File: src/rtl/uart_rx_cfg.sv
// uart_rx_cfg -- configurable UART receiver (data width, parity, stop bits)
//
// Receives LSB-first serial frames on rxd and presents each completed word
// in a valid/ready holding register together with its parity and framing
// error flags. A frame that completes while the holding register is still
// occupied (and not being read that cycle) is dropped and reported on
// overrun. A line held low is reported once as a framing-error word of
// zeros, and nothing more is received until the line goes high again.
//
// Parameters:
//   CLKS_PER_BIT  clock cycles per bit (>= 8)
//   DATA_BITS     data bits per frame (5..9)
//   PARITY        0 none, 1 odd, 2 even
//   STOP_BITS     1 or 2
//
// Ports:
//   clk         system clock
//   rst         synchronous active-high reset
//   rxd         asynchronous serial input, idles high
//   rx_data     received word, stable while rx_valid is high
//   rx_valid    holding register occupied
//   rx_ready    consumer accepts the held word
//   parity_err  parity mismatch for the held word (qualified by rx_valid)
//   frame_err   a stop bit was sampled low (qualified by rx_valid)
//   overrun     one-cycle pulse when a completed frame is discarded
//
// Build option:
//   UART_RX_MAJORITY_EN  when defined, each bit decision is the 2-of-3
//                        majority of the synchronised input over the last
//                        three cycles ending at the sample point.

module uart_rx_cfg #(
    parameter int CLKS_PER_BIT = 434,
    parameter int DATA_BITS    = 8,
    parameter int PARITY       = 0,
    parameter int STOP_BITS    = 1
) (
    input  logic                 clk,
    input  logic                 rst,
    input  logic                 rxd,
    output logic [DATA_BITS-1:0] rx_data,
    output logic                 rx_valid,
    input  logic                 rx_ready,
    output logic                 parity_err,
    output logic                 frame_err,
    output logic                 overrun
);

    localparam logic [15:0] C_LAST = 16'(CLKS_PER_BIT - 1);
    localparam logic [15:0] HALF   = 16'((CLKS_PER_BIT - 1) / 2);
    localparam logic [3:0]  D_LAST = 4'(DATA_BITS - 1);
    localparam logic        S_LAST = 1'(STOP_BITS - 1);
    localparam logic        ODD    = (PARITY == 1);

    typedef enum logic [2:0] {IDLE, START, DATA, PAR, STOP, BRK} state_t;

    state_t               state, state_n;
    logic [15:0]          cnt, cnt_n;
    logic [3:0]           idx, idx_n;
    logic                 stp, stp_n;
    logic                 s1, rxs;
    logic [DATA_BITS-1:0] sh;
    logic                 par_flag, frm_flag;
    logic                 bitv;
    logic                 shift_en, par_set, frm_set, commit;
    logic                 load;

`ifdef UART_RX_MAJORITY_EN
    // hist[0] is rxs one cycle ago, hist[1] two cycles ago
    logic [1:0] hist;

    always_ff @(posedge clk) begin
        if (rst) hist <= 2'b11;
        else     hist <= {hist[0], rxs};
    end

    assign bitv = (rxs & hist[0]) | (rxs & hist[1]) | (hist[0] & hist[1]);
`else
    assign bitv = rxs;
`endif

    // A completed frame may load when the register is empty or being read now
    assign load = commit & (~rx_valid | rx_ready);

    always_comb begin
        state_n  = state;
        cnt_n    = cnt + 16'd1;
        idx_n    = idx;
        stp_n    = stp;
        shift_en = 1'b0;
        par_set  = 1'b0;
        frm_set  = 1'b0;
        commit   = 1'b0;
        case (state)
            IDLE: begin
                cnt_n = '0;
                idx_n = '0;
                stp_n = 1'b0;
                if (!rxs) state_n = START;
            end
            START: begin
                if (cnt == HALF) begin
                    cnt_n   = '0;
                    // high at the start midpoint: treat as a glitch
                    state_n = bitv ? IDLE : DATA;
                end
            end
            DATA: begin
                if (cnt == C_LAST) begin
                    cnt_n    = '0;
                    shift_en = 1'b1;
                    idx_n    = idx + 4'd1;
                    if (idx == D_LAST) state_n = (PARITY != 0) ? PAR : STOP;
                end
            end
            PAR: begin
                if (cnt == C_LAST) begin
                    cnt_n   = '0;
                    par_set = bitv != ((^sh) ^ ODD);
                    state_n = STOP;
                end
            end
            STOP: begin
                if (cnt == C_LAST) begin
                    cnt_n   = '0;
                    frm_set = ~bitv;
                    if (stp == S_LAST) begin
                        commit  = 1'b1;
                        // leave at mid-stop-bit so back-to-back frames work;
                        // a low stop bit means the line may be in break
                        state_n = bitv ? IDLE : BRK;
                    end else begin
                        stp_n = 1'b1;
                    end
                end
            end
            BRK: begin
                cnt_n = '0;
                if (rxs) state_n = IDLE;
            end
            default: begin
                cnt_n   = '0;
                state_n = IDLE;
            end
        endcase
    end

    always_ff @(posedge clk) begin
        if (rst) begin
            s1         <= 1'b1;
            rxs        <= 1'b1;
            state      <= IDLE;
            cnt        <= '0;
            idx        <= '0;
            stp        <= 1'b0;
            sh         <= '0;
            par_flag   <= 1'b0;
            frm_flag   <= 1'b0;
            rx_data    <= '0;
            rx_valid   <= 1'b0;
            parity_err <= 1'b0;
            frame_err  <= 1'b0;
            overrun    <= 1'b0;
        end else begin
            s1    <= rxd;
            rxs   <= s1;
            state <= state_n;
            cnt   <= cnt_n;
            idx   <= idx_n;
            stp   <= stp_n;

            // LSB arrives first, so after DATA_BITS shifts it sits in sh[0]
            if (shift_en) sh <= {bitv, sh[DATA_BITS-1:1]};

            if (state == IDLE) begin
                par_flag <= 1'b0;
                frm_flag <= 1'b0;
            end else begin
                if (par_set) par_flag <= 1'b1;
                if (frm_set) frm_flag <= 1'b1;
            end

            overrun <= commit & ~load;
            if (load) begin
                rx_data    <= sh;
                parity_err <= par_flag;
                frame_err  <= frm_flag | frm_set;
                rx_valid   <= 1'b1;
            end else if (rx_ready) begin
                rx_valid <= 1'b0;
            end
        end
    end

endmodule

File: config.mk
export PLATFORM = sky130hd
export DESIGN_NAME = uart_rx_cfg
export DESIGN_NICKNAME = d
export VERILOG_FILES = /design/src/rtl/uart_rx_cfg.sv
export SDC_FILE = /design/constraint.sdc
export NUM_CORES = 1
export LEC_CHECK = 0
export CORE_MARGIN = 3
export CORE_UTILIZATION = 45
export CTS_CLUSTER_SIZE = 8
export DETAILED_ROUTE_END_ITERATION = 10
export PLACE_DENSITY_LB_ADDON = 0.05
export SLEW_MARGIN = 40
export SYNTH_ARGS = -nofsm -noshare
export SYNTH_HDL_FRONTEND = slang
export SYNTH_SLANG_ARGS = --single-unit
File: constraint.sdc
create_clock -name clk -period 2.02 [get_ports clk]
set_input_delay 0.505 -clock clk [delete_from_list [all_inputs] [get_ports clk]]
set_output_delay 0.505 -clock clk [all_outputs]
set_load 0.02 [all_outputs]
==> results of run 1 <==
==> power by group through the flow <==
stage	clock, uW	combinational [uW]	sequential, uW
floorplan	0	152	987
global placement	0	237	990
detailed placement	0	236	990
CTS	706	247	968
global route	728	281	971
finish	674	261	968
==> worst reg2reg max path, cell delays in order (launching register included) <==
cell and delay (ps):
dfxtp_2 330, or4_4 560, or4_4 540, or2_4 270, mux2_4 310, nor2_2 70
==> placed cells by master, fill, tap and decap left out, types with 3 or more instances in the layout <==
cell type and n:
clkbuf_8 5, nor2_1 36, or4_4 3, nand4_1 4
nand2_1 18, mux2i_1 10, dfxtp_1 44, xor2_1 4
nor3_1 9, buf_6 4, nand3_1 9, a21oi_1 6
mux2_4 3, nand2b_1 5, inv_1 6, ha_1 4
buf_4 26, clkdlybuf4s50_1 15, xnor2_1 18, nand2_2 6
a21oi_2 6, nor2b_1 4, dfxtp_2 4
==> sequential cells by signal, summed over array words and instances (netlist names) <==
name and cells:
bitv 1, cnt 16, frame_err 1, frm_flag 1, idx 4, overrun 1
par_flag 1, parity_err 1, rx_data 8, rx_valid 1, s1 1, sh 8
state 3, stp 1
==> kinds of logic (layout without fill, tap and decap cells) <==
| family | count (synthesis) | after routing | synth area share (%) |
|---|---|---|---|
| compound gates | 20 | 20 | 5.48 |
| xor+xnor | 23 | 23 | 10.1 |
| fa+ha+maj | 4 | 4 | 2.36 |
| buf+inv | 16 | 62 | 3.24 |
| flops | 48 | 48 | 45.2 |
| mux | 13 | 13 | 6.48 |
| simple gates | 114 | 114 | 27.1 |
==> how the worst max path moves through the flow <==
stage	startpoint	end	slack [ps]	depth (start not counted)
after floorplan	cnt[1]	idx[0]	-150	8
after global routing	cnt[15]	rx_data[2]	-160	7
after global placement	cnt[12]	state[1]	-60	6
final	cnt[2]	idx[0]	-110	5
after CTS	cnt[15]	rx_data[1]	-80	7
after detailed placement	cnt[12]	state[1]	-110	6
==> metrics by stage <==
stage	instance area, um2	power (uW)
floorplan	2130	1140
detailed placement	2550	1230
global route	2780	1980
CTS	2720	1920
finish	2780	1900
global placement	2550	1230
==> repair_timing <==
item | CTS | global route
resized for setup | 12 | 18
buffers inserted | 1 | 0
pin swaps | 4 | 13
setup endpoints to repair | 40 | 41
gates cloned | 1 | 0
==> layout make-up <==
cell class	instances	area (um2)	area share, %
Clock buffer	6	72.6	2.61
Clock inverter	2	35.0	1.26
Inverter	7	26.3	0.945
Multi-Input combinational cell	174	1190	42.6
Sequential cell	48	966	34.7
Tap cell	52	65.1	2.34
Timing Repair Buffer	47	430	15.5
==> per-layer routing <==
layer	part of all wire, %	track usage (%)	vias to the layer above
li1	-	-	892
met1	52	21.9	767
met2	44	22.7	14
met3	2.2	3.20	5
met4	1.5	6.52	0
met5	0	0	-
==> summary.md, run 1 <==
| Metric | Value |
|---|---|
| Netlist Area Pre-Place | 2120 um2 |
| IO Count | 16 |
| Failing checks | negative setup slack |
| Slew HR | 73.4% |
| VDD IR-drop max | 0.627 mV |
| Critical path's slowest cell | or4_4 |
| Setup TNS | -1210 ps |
| FF-to-FF Start | cnt[2] |
| Root Buffer | clkbuf_8 |
| Count of different cell masters after synthesis | 40 |
| Critical-path cell list | or4_4 -> or4_4 -> or2_4 -> mux2_4 -> nor2_2 |
| CP arrival | 2370 ps |
| Crit path launch type | flip-flop |
| Core ar. | 4440 um2 |
| Min setup slack post-route | -108 ps |
| Final Critical Period | 2130 ps |
| Setup CP Type | flip-flop to flip-flop |
| # setup viols final | 24 |
| Fin util | 62.6% |
| Drt pass-1 iters | 4 |
| HP Start | s1 |
| Synth top area cells | dfxtp_1, xnor2_1, nor2_1 |
| Worst Hold Depth | 1 |
| Syn Nets | 246 |
| Largest net degree at the start of global routing | 17 |
| Clock transition at path regs | 90 ps |
| Sw frac | 23.3% |
| Die Y | 74.7 um |
| Via count | 1,678 |
| Post-Place Setup Slack | -111 ps |
| Clock Tree Buf Depth | 2 |
| Worst min-delay path category | flip-flop to flip-flop |
| Total track usage | 15.4% |
| Post-synth top area share | 45.2% |
| Wire length per cell | 12.7 um |
| Final Skew | 5.61 ps |
| Most used cell, CP | or4_4 |
| Final HPWL DP | 2870 um |
| Final hold slack | 413 ps |
| Unrepaired setup endpoints after global routing | yes |
| Post-synth EDFFs | 0 |
| Initial Util | 47.8% |
| Fin crit share | 105% |
| Area leader, netlist | dfxtp_1 |
| Final-stage net count | 291 |
| Worst R2R Path Depth | 5 |
| Status | finished, violations left |
| Clock buffer count from CTS | 5 |
| Worst-skew pair later-pin latency | 290 ps |
| DP Cell Count | 326 |
| Count leader, synth | dfxtp_1 |
| Final Hold Fails | 0 |
| Int Power | 1460 uW |
| Row count | 24 |
| Static leakage | 0.000994 uW |
| Clock power frac | 35.4% |
| Post-route ant nets | 0 |
| Fmax | 0.470 GHz |
| Worst Hold Path EP | bitv |
| Pwr Density | 684 nW/um2 |
| DR DRC count | 0 |
| Crit Reg-Reg Endpoint | idx[0] |
| Global-route wire length before repair | 6650 um |
| Layout Cells excl Fill | 336 |
| Die extent in x | 74.7 um |
| IO buf count | 15 |
| Post-cts hold buffer count | 0 |
| Sequential share of the synthesized area | 45.2% |
| Initial antenna violation count | 0 |
| Detailed Route WL | 4270 um |
| TritonCTS clock tree | built |
| Maximum fanout along the worst path | 3 |
| Top cells by count, synth | dfxtp_1, nor2_1, nand2_1 |
| R2R setup slack | -110 ps |
| Max-Cap Viols | 0 |
| Synthesized area per cell | 8.93 um2 |
| Diode count | 0 |
| WP data required | 2260 ps |
| Sw Pwr | 443 uW |
| Post-synthesis register bit count | 48 |
| CP top delay family | simple AND/OR/NAND/NOR gates |
| Avg Vias per Cell | 4.99 |
| Post-Synthesis Cells | 238 |
| Actual slew at the worst max-slew pin | 389 ps |
| Yosys warning count | 0 |
| RePlAce Congestion | 0.762 |
| Fillcell total | 398 |
| Crit path largest cell delay | 560 ps |
| Worst path buffer plus inverter count | 0 |
| # clock sinks | 48 |
| P&R area growth vs syn | 30.9% |
| Vias in the first global route | 1,479 |
| Top_reg_cell synth | dfxtp_1 |
| Share of total power in sequential cells | 50.9% |
| DRT iter0 DRCs | 29 |
| GRT overflow | 0 |
| Share of post-route cells with drive strength above 1 | 25.7% |
| Crit. End Element | flip-flop |
| Slew Limit Fails | 0 |
| H-tree depth | 2 |
| Combinational Power Share | 13.7% |
| Die area | 5580 um2 |
| Ys async rst share | 0% |
(Power assumes the default switching activity.)
==> inputs of run 2 (changes only) <==
Settings changed: ABC_CLOCK_PERIOD_IN_PS from default to 2020.
==> results of run 2 <==
The final DEF is identical to that of run 1; final timing and power are the same.
==> inputs of run 3 (changes only) <==
Settings changed: CORE_UTILIZATION 45 to 47, SLEW_MARGIN 40 to default.
==> run 3 against run 2 <==
Against the previous run: the run still ends with negative setup slack left; first-iteration DRC count rose to 3.3 times the previous value; critical path depth rose by 2; register-to-register slack gained 40 ps; clock skew up 6.7 ps; global-route usage is 2.1 points higher; combinational power about the same; cell count unchanged; sequential power about the same; sequential share of layout area about the same; utilization up 4.0 points; maximum frequency up 1.8%; largest cell class unchanged; highest routed layer unchanged.
==> summary.md, run 3 (synthesis results as in run 1) <==
| Metric | Value |
|---|---|
| Status | finished, violations left |
| Failing checks | negative setup slack |
| Static leakage | 0.000999 uW |
| Die Y | 73.2 um |
| Pwr Density | 697 nW/um2 |
| WP data required | 2280 ps |
| RePlAce Congestion | 0.790 |
| Row count | 23 |
| Sw Pwr | 472 uW |
| Commonest non-fill, non-tap cells in the layout | dfxtp_1, nor2_1, buf_4, nand2_1, xnor2_1 |
| VDD IR-drop max | 0.378 mV |
| Clock power frac | 36.4% |
| Share of total power in sequential cells | 50.0% |
| Diode count | 0 |
| Core ar. | 4170 um2 |
| Fmax | 0.478 GHz |
| Clock buffer count from CTS | 5 |
| Worst min-delay path category | flip-flop to flip-flop |
| Int Power | 1470 uW |
| Total track usage | 17.5% |
| Most common cell after layout, fill and taps aside | dfxtp_1 |
| Max-Cap Viols | 0 |
| Fin crit share | 104% |
| Min setup slack post-route | -70.8 ps |
| Final Skew | 12.3 ps |
| Maximum fanout along the worst path | 3 |
| Die extent in x | 73.2 um |
| Slew Limit Fails | 0 |
| Largest register by flop count | cnt |
| Global-route wire length before repair | 7300 um |
| Clock transition at path regs | 100 ps |
| Root Buffer | clkbuf_8 |
| Final Critical Period | 2090 ps |
| IO buf count | 15 |
| Sw frac | 24.3% |
| Final-stage net count | 293 |
| Slew HR | 70.5% |
| CP arrival | 2350 ps |
| Die area | 5360 um2 |
| Max reg flops | 16 |
| P&R area growth vs syn | 30.8% |
| Fillcell total | 346 |
| Crit path launch type | flip-flop |
| Post-route ant nets | 0 |
| Fin area | 2780 um2 |
| DR DRC count | 0 |
| Wire length per cell | 12.3 um |
| DRT iter0 DRCs | 95 |
| Placed instance area | 2550 um2 |
| Worst-skew pair later-pin latency | 310 ps |
| Share of post-route cells with drive strength above 1 | 24.5% |
| Leading registers by flop count | cnt: 16 flops, rx_data: 8 flops, sh: 8 flops |
| Final Hold Fails | 0 |
| Actual slew at the worst max-slew pin | 431 ps |
| IO Count | 16 |
| Via count | 1,724 |
| Avg Vias per Cell | 5.13 |
| Unrepaired setup endpoints after global routing | yes |
| Detailed Route WL | 4150 um |
| Final HPWL DP | 2950 um |
| Clock Tree Buf Depth | 2 |
| Total power | 1940 uW |
| # setup viols final | 21 |
| Crit. End Element | flip-flop |
| TritonCTS clock tree | built |
| Initial Util | 50.9% |
| Largest net degree at the start of global routing | 17 |
| Combinational Power Share | 13.6% |
| Setup CP Type | flip-flop to flip-flop |
| GRT overflow | 0 |
| Vias in the first global route | 1,632 |
| Drt pass-1 iters | 4 |
| # clock sinks | 48 |
| H-tree depth | 2 |
| Initial antenna violation count | 0 |
-- run 3: stage by stage --
stage / hold WS [ps] / util, % / setup TNS, ps / std cells / setup slack [ps]
floorplan: 389 / - / -1320 / 238 / -149
global placement: 392 / 61.1 / -321 / 324 / -37.2
detailed placement: 409 / 61.1 / -954 / 324 / -69.7
CTS: 432 / 66.2 / -711 / 336 / -65.2
global route: 454 / 66.6 / -3750 / 336 / -150
finish: 426 / 66.6 / -628 / 336 / -70.8
-- run 3: cell type report --
class | instances | area [um2] | area share [%]
clock buffers | 5 | 68.8 | 2.48
flip-flops and latches | 48 | 966 | 34.8
inverters | 7 | 26.3 | 0.946
repair buffers | 49 | 442 | 15.9
clock inverters | 3 | 46.3 | 1.67
multi-input cells | 174 | 1170 | 42.0
well taps | 50 | 62.6 | 2.25
-- run 3: path summary, 6_finish.rpt --
kind,startpoint,endpoint,slack [ps],cells past startpoint
setup / recovery,cnt[1],idx[0],-70,7
hold / removal,s1,bitv,430,1
hold reg to reg,s1,bitv,430,1
setup reg to reg,cnt[1],idx[0],-70,7
-- run 3: worst max-delay path, cell delays in order (launching register included) --
cell and delay (ps):
dfxtp_2 330, inv_2 70, ha_4 110, or3b_4 370, or4_4 550, or2_4 260, mux2_4 300, nor2_2 70
-- run 3: power groups by stage --
stage / sequential [uW] / combinational, uW / clock, uW
5_1_grt: 973 / 293 / 755
4_1_cts: 970 / 250 / 731
3_3_place_gp: 991 / 237 / 0
2_1_floorplan: 987 / 152 / 0
6_report: 969 / 263 / 705
3_5_place_dp: 991 / 239 / 0
-- run 3: what timing repair did --
action	4_1_cts	5_1_grt
hold buffers	0	0
hold endpoints to repair	0	0
gates cloned	1	0
setup buffers	3	0
setup endpoints to repair	24	40
pin swaps	5	4
gates resized for setup	16	6
-- run 3: metal layers --
| metal | global-route usage (%) | vias to the layer above | share of wire [%] |
|---|---|---|---|
| li1 | - | 896 | - |
| met1 | 23.5 | 791 | 49 |
| met2 | 27.0 | 30 | 45 |
| met3 | 4.27 | 7 | 4.1 |
| met4 | 6.76 | 0 | 1.6 |
| met5 | 0 | - | 0 |
